==> config.mk <==
export PLATFORM = sky130hd
export DESIGN_NAME = vga_fb_arbiter
export DESIGN_NICKNAME = d
export VERILOG_FILES = /design/src/rtl/vga_fb_arbiter.sv
export SDC_FILE = /design/constraint.sdc
export NUM_CORES = 1
export LEC_CHECK = 0
export ABC_AREA = 1
export CORE_MARGIN = 3
export CORE_UTILIZATION = 45
export DETAILED_ROUTE_END_ITERATION = 7
export HOLD_SLACK_MARGIN = 0.06
export PLACE_DENSITY = 0.68
export SLEW_MARGIN = 15
export SYNTH_ARGS = -nofsm -noshare
export SYNTH_HDL_FRONTEND = slang
export SYNTH_SLANG_ARGS = --single-unit
==> constraint.sdc <==
create_clock -name i_clk_25M -period 2.6 [get_ports i_clk_25M]
set_input_delay 0.78 -clock i_clk_25M [delete_from_list [all_inputs] [get_ports i_clk_25M]]
set_output_delay 0.78 -clock i_clk_25M [all_outputs]
set_load 0.02 [all_outputs]
==> src/rtl/vga_fb_arbiter.sv <==
// Frame-buffer SRAM arbiter: prefetches RGB565 pixels for VGA scan-out and interleaves writer traffic.
// Optional macro VGA_ARB_UNDERFLOW_CNT_EN enables the saturating 16-bit underflow counter.
module vga_fb_arbiter #(
  parameter int ADDR_W     = 20,
  parameter int FB_BASE    = 0,
  parameter int H_ACT      = 640,
  parameter int V_ACT      = 480,
  parameter int FIFO_DEPTH = 16,
  parameter int WATERMARK  = 8
) (
  input  logic                          i_clk_25M,
  input  logic                          i_rst_n,
  input  logic                          i_frame_start,
  input  logic                          i_pix_rd,
  output logic [7:0]                    o_pix_r,
  output logic [7:0]                    o_pix_g,
  output logic [7:0]                    o_pix_b,
  output logic [$clog2(FIFO_DEPTH):0]   o_fifo_level,
  output logic                          o_frame_done,
  output logic                          o_underflow,
  output logic [15:0]                   o_underflow_cnt,
  input  logic                          i_wr_valid,
  output logic                          o_wr_ready,
  input  logic [ADDR_W-1:0]             i_wr_addr,
  input  logic [15:0]                   i_wr_data,
  output logic [ADDR_W-1:0]             o_sram_addr,
  output logic                          o_sram_we_n,
  output logic                          o_sram_oe_n,
  output logic [15:0]                   o_sram_wdata,
  input  logic [15:0]                   i_sram_rdata
);

  localparam int TOTAL = H_ACT * V_ACT;
  localparam int PTR_W = $clog2(FIFO_DEPTH);
  localparam int LVL_W = PTR_W + 1;
  localparam int IDX_W = $clog2(TOTAL + 1);

  localparam logic [LVL_W:0]   DEPTH_C = (LVL_W+1)'(FIFO_DEPTH);
  localparam logic [LVL_W:0]   WM_C    = (LVL_W+1)'(WATERMARK);
  localparam logic [IDX_W-1:0] TOTAL_C = IDX_W'(TOTAL);
  localparam logic [IDX_W-1:0] LAST_C  = IDX_W'(TOTAL - 1);

  localparam logic [1:0] S_IDLE = 2'd0;
  localparam logic [1:0] S_WR   = 2'd1;
  localparam logic [1:0] S_TURN = 2'd2;

  logic [1:0]       r_state;
  logic             r_armed;
  logic [IDX_W-1:0] r_pix_idx;
  logic             r_inflight;
  logic [LVL_W-1:0] r_level;
  logic [PTR_W-1:0] r_wptr;
  logic [PTR_W-1:0] r_rptr;
  logic [15:0]      r_mem [FIFO_DEPTH];
  logic [7:0]       r_pix_r;
  logic [7:0]       r_pix_g;
  logic [7:0]       r_pix_b;
  logic             r_frame_done;
  logic             r_underflow;

  logic [LVL_W:0]    w_occ;
  logic              w_rd_issue;
  logic              w_wr_go;
  logic              w_push;
  logic              w_pop_ok;
  logic              w_uflow;
  logic [15:0]       w_head;
  logic [ADDR_W-1:0] w_rd_addr;

  // A frame-start cycle never issues a read, so the fetch restarts cleanly at FB_BASE.
  assign w_occ      = {1'b0, r_level} + {{LVL_W{1'b0}}, r_inflight};
  assign w_rd_issue = (r_state == S_IDLE) && !i_frame_start && r_armed &&
                      (r_pix_idx < TOTAL_C) && (w_occ < DEPTH_C) &&
                      ((w_occ < WM_C) || !i_wr_valid);
  assign w_wr_go    = (r_state == S_IDLE) && !w_rd_issue && i_wr_valid;
  assign w_push     = r_inflight && !i_frame_start;
  assign w_pop_ok   = i_pix_rd && !i_frame_start && (r_level != '0);
  assign w_uflow    = i_pix_rd && !i_frame_start && (r_level == '0);
  assign w_head     = r_mem[r_rptr];
  assign w_rd_addr  = ADDR_W'(FB_BASE) + ADDR_W'(r_pix_idx);

  assign o_sram_we_n = (r_state != S_WR);
  assign o_sram_oe_n = !w_rd_issue;
  assign o_wr_ready  = (r_state == S_WR);

  // NOTE: every output of a combinational block gets a default first, otherwise a latch is inferred.
  always_comb begin
    o_sram_addr  = '0;
    o_sram_wdata = '0;
    if (r_state == S_WR) begin
      o_sram_addr  = i_wr_addr;
      o_sram_wdata = i_wr_data;
    end else if (w_rd_issue) begin
      o_sram_addr  = w_rd_addr;
    end
  end

  // NOTE: pixel storage has no reset; the pointers and level alone define what is valid.
  always_ff @(posedge i_clk_25M) begin
    if (w_push) r_mem[r_wptr] <= i_sram_rdata;
  end

  // NOTE: clocked state uses non-blocking assignments so every register sees pre-edge values.
  always_ff @(posedge i_clk_25M or negedge i_rst_n) begin
    if (!i_rst_n) begin
      r_state      <= S_IDLE;
      r_armed      <= 1'b0;
      r_pix_idx    <= '0;
      r_inflight   <= 1'b0;
      r_level      <= '0;
      r_wptr       <= '0;
      r_rptr       <= '0;
      r_pix_r      <= '0;
      r_pix_g      <= '0;
      r_pix_b      <= '0;
      r_frame_done <= 1'b0;
      r_underflow  <= 1'b0;
    end else begin
      case (r_state)
        S_IDLE:  if (w_wr_go) r_state <= S_WR;
        S_WR:    r_state <= S_TURN;
        S_TURN:  r_state <= S_IDLE;
        default: r_state <= S_IDLE;
      endcase

      if (i_frame_start) begin
        r_armed      <= 1'b1;
        r_pix_idx    <= '0;
        r_inflight   <= 1'b0;
        r_level      <= '0;
        r_wptr       <= '0;
        r_rptr       <= '0;
        r_frame_done <= 1'b0;
        r_underflow  <= 1'b0;
      end else begin
        r_inflight <= w_rd_issue;
        if (w_rd_issue) begin
          r_pix_idx <= r_pix_idx + IDX_W'(1);
          if (r_pix_idx == LAST_C) r_frame_done <= 1'b1;
        end
        if (w_push) r_wptr <= r_wptr + PTR_W'(1);
        // Expand 5/6-bit channels by replicating their MSBs into the low bits.
        if (w_pop_ok) begin
          r_rptr  <= r_rptr + PTR_W'(1);
          r_pix_r <= {w_head[15:11], w_head[15:13]};
          r_pix_g <= {w_head[10:5],  w_head[10:9]};
          r_pix_b <= {w_head[4:0],   w_head[4:2]};
        end
        if (w_uflow) begin
          r_pix_r     <= '0;
          r_pix_g     <= '0;
          r_pix_b     <= '0;
          r_underflow <= 1'b1;
        end
        r_level <= r_level + LVL_W'(w_push) - LVL_W'(w_pop_ok);
      end
    end
  end

`ifdef VGA_ARB_UNDERFLOW_CNT_EN
  logic [15:0] r_uflow_cnt;

  // Survives frame starts; only reset clears it.
  always_ff @(posedge i_clk_25M or negedge i_rst_n) begin
    if (!i_rst_n) begin
      r_uflow_cnt <= '0;
    end else if (w_uflow && (r_uflow_cnt != 16'hFFFF)) begin
      r_uflow_cnt <= r_uflow_cnt + 16'd1;
    end
  end

  assign o_underflow_cnt = r_uflow_cnt;
`else
  assign o_underflow_cnt = 16'h0000;
`endif

  assign o_pix_r      = r_pix_r;
  assign o_pix_g      = r_pix_g;
  assign o_pix_b      = r_pix_b;
  assign o_fifo_level = r_level;
  assign o_frame_done = r_frame_done;
  assign o_underflow  = r_underflow;

endmodule

==> results of run 1 <==
==> through the flow <==
| step | hold slack, ns | cells | util | power (mW) |
|---|---|---|---|---|
| final | 0.384 | 1861 | 0.574 | 15.6 |
| after global routing | 0.419 | 1861 | 0.574 | 16.3 |
| after CTS | 0.396 | 1854 | 0.570 | 15.5 |
| after detailed placement | 0.464 | 1788 | 0.528 | 10.5 |
| after global placement | 0.442 | 1788 | 0.528 | 10.4 |
| after floorplan | 0.423 | 1276 | - | 8.80 |
==> synthesized netlist by cell type, types with 2 or more instances <==
cell,n,area (um2)
o22ai_1,32,200
o21ai_2,11,96.3
nand3_1,48,240
nor2_1,158,593
a21oi_1,41,205
nand4_1,10,62.6
inv_2,4,15.0
buf_4,30,225
buf_2,20,100
dfrtp_1,54,1350
buf_6,6,67.6
clkinv_1,3,11.3
inv_1,58,218
edfxtp_1,256,7690
a21boi_1,9,67.6
xor2_1,5,43.8
clkbuf_1,25,93.8
o21ai_0,110,551
nor3_1,4,20.0
nand2_1,285,1070
nor2_2,2,12.5
nor2_4,3,33.8
clkbuf_2,3,15.0
nand2_2,12,75.1
or2_2,2,12.5
a21boi_0,23,173
o21ai_1,20,100
ha_1,15,188
==> final cells by class <==
class / count / area [um2]
Fill cell: 2475 / 12700
Multi-Input combinational cell: 818 / 4160
Tap cell: 390 / 488
Clock buffer: 42 / 922
Inverter: 66 / 254
Clock inverter: 17 / 186
Timing Repair Buffer: 218 / 2040
Sequential cell: 310 / 9040
==> sequential cells by signal, indices dropped and copies added (netlist names), 2 cells and up <==
signal        count
o_fifo_level      5
o_pix_g           6
o_pix_r           5
o_pix_b           5
r_rptr            4
r_pix_idx        19
r_state           2
r_mem           256
r_wptr            4
==> timing repair <==
action                                  in CTS  in global routing
endpoints found under the setup margin      41                 38
resized for setup                          204                 61
buffers inserted                             5                  7
gates cloned                                 2                  0
pin swaps                                   10                 13
==> critical path, stage by stage, from the launching register on <==
cell     delay (ns)
dfrtp_2        0.44
ha_2           0.19
nand2_2        0.08
nor2_4         0.05
nor2_4         0.09
buf_4          0.14
nand4_4        0.13
buf_6          0.18
o21ai_4        0.12
buf_6          0.13
==> worst paths after layout <==
kind | to | startpoint | slack, ns
setup / recovery | o_sram_addr[2] | o_fifo_level[3] | -0.24
hold reg to reg | o_frame_done | o_frame_done | 0.48
hold / removal | o_underflow | i_rst_n | 0.38
max in group asynchronous | r_wptr[3] | i_rst_n | 1.58
setup reg to reg | o_fifo_level[4] | o_fifo_level[2] | 0.05
min in group i_clk_25M | o_frame_done | o_frame_done | 0.48
==> kinds of logic (layout without fill, tap and decap cells) <==
kind of cell	after synthesis	in the layout	synth area share
buf+inv	150	343	0.0551
other cells	1	16	0.000275
flops	310	310	0.662
fa+ha+maj	16	16	0.0152
simple gates	529	531	0.160
xor+xnor	5	5	0.00321
compound gates	250	250	0.104
==> power by group <==
| part | switching [mW] | internal [mW] | total (mW) |
|---|---|---|---|
| combinational | 3.03 | 1.88 | 4.90 |
| sequential | 0.221 | 5.66 | 5.88 |
| clock | 1.87 | 2.91 | 4.78 |
==> routing by layer <==
layer / wire length [um] / up-vias / part of all wire / GRT usage
met4: 864 / 0 / 0.025 / 0.0694
li1: - / 4678 / - / -
met1: 15000 / 4920 / 0.43 / 0.293
met5: 0 / - / 0 / 0
met3: 2090 / 60 / 0.059 / 0.0236
met2: 17200 / 326 / 0.49 / 0.350
==> out/qor.yml, run 1 <==
layout:
  area_delta_synth_final_pct: 25.3
  diodes: 0
  drive_above_1_share: 0.186
  finalInstanceArea_um2: 17100
  nNetsFinal: 1521
  most-common-layout-cells: "nand2_1, edfxtp_1, nor2_1, o21ai_0, clkdlybuf4s50_1"
  layout.cells.most_common: "nand2_1"
drt:
  drt_iter0_markers: 961
  dr.pass1.iters: 5
  routed_wl_um: 35200
  via_per_inst: 5.36
  drt-wirelength-per-cell_um: 18.9
  route.detailed.drc: 0
  dr_total_vias: 9984
  ant_nets: 0
worst_setup_path:
  crit_fanout: 4
  worstSetupEndpointType: "output pin"
  worst-r2r-cell-count: 16
  cp-start-kind: "flip-flop"
  crit_type: "flip-flop to output pin"
  cp.required_ns: 1.82
  arrival_ns: 2.06
global_route:
  grt_pass1_wl_um: 54400
  grt.total_usage: 0.211
  grt_pass1_vias: 9817
  grt_start_max_net_pins: 133
  antenna_found_initial: 0
  grt_overflow_total: 0
timing:
  finalSetupViolations: 20
  fmax_ghz: 0.353
  rsz0062_at_grt: "true"
  setup-tns-final_ns: -4.16
  slew_headroom: 0.444
  min_period_ns: 2.84
  slew_violations: 0
  skew_ns: 0.0201
  fin_crit_sh: 1.09
  tightest_slew_ns: 0.835
  timing.final.hold_violations: 0
  worst_slack_ns: -0.236
placement:
  dpl_cell_area_um2: 15700
  dp_slack_ns: -0.924
  place.gp.congestion: 0.853
  hpwl_um: 21800
  port_buffers: 126
yosys:
  synthCells: 1261
  syn-cell-area_um2: 13700
  yosysSeqAreaShare: 0.662
  async_flop_share: 0.174
  yosys_warnings: 0
  synth_flop_cell: "edfxtp_1"
  ys_types: 40
  synth_edf_count: 256
  ys_ff_latch: 310
  syn_area_per_cell_um2: 10.8
outcome:
  violations: "setup timing"
  status: "finished with violations"
floorplanning:
  num_rows: 63
  ios: 143
  dieHeight_um: 180
  fp.coreArea_um2: 29800
  initial_core_util: 0.458
  dieWidth_um: 180
  dieArea_um2: 32500
power_and_ir_drop:
  p_per_area_nw_per_um2: 910
  leakage_nw: 6.55
  ir_drop_mv: 0.637
clock_tree:
  cts_tree: "done"
  cts-htree-levels: 2
  clk_pin_slew_ns: 0.06
  clock_latency_ns: 0.51
  cts_root_buf: "clkbuf_16"
  clk_path_buf_depth: 3
  cts_buffers: 34
  numClockSinks: 310
  postCtsHoldBufs: 0
job:
  maxCapViolCount: 0
min_path:
  min-delay-path-class: "primary input to asynchronous set/reset pin"
Power figures use the tool's default switching activity.
==> run 2, diff against run 1 <==
--- a/config.mk
+++ b/config.mk
@@ -6,6 +6,7 @@
 export NUM_CORES = 1
 export LEC_CHECK = 0
 export ABC_AREA = 1
+export CAP_MARGIN = 20
 export CORE_MARGIN = 3
 export CORE_UTILIZATION = 45
 export DETAILED_ROUTE_END_ITERATION = 7
==> results of run 2 <==
No change in the layout: final DEF, timing and power equal those of run 1.
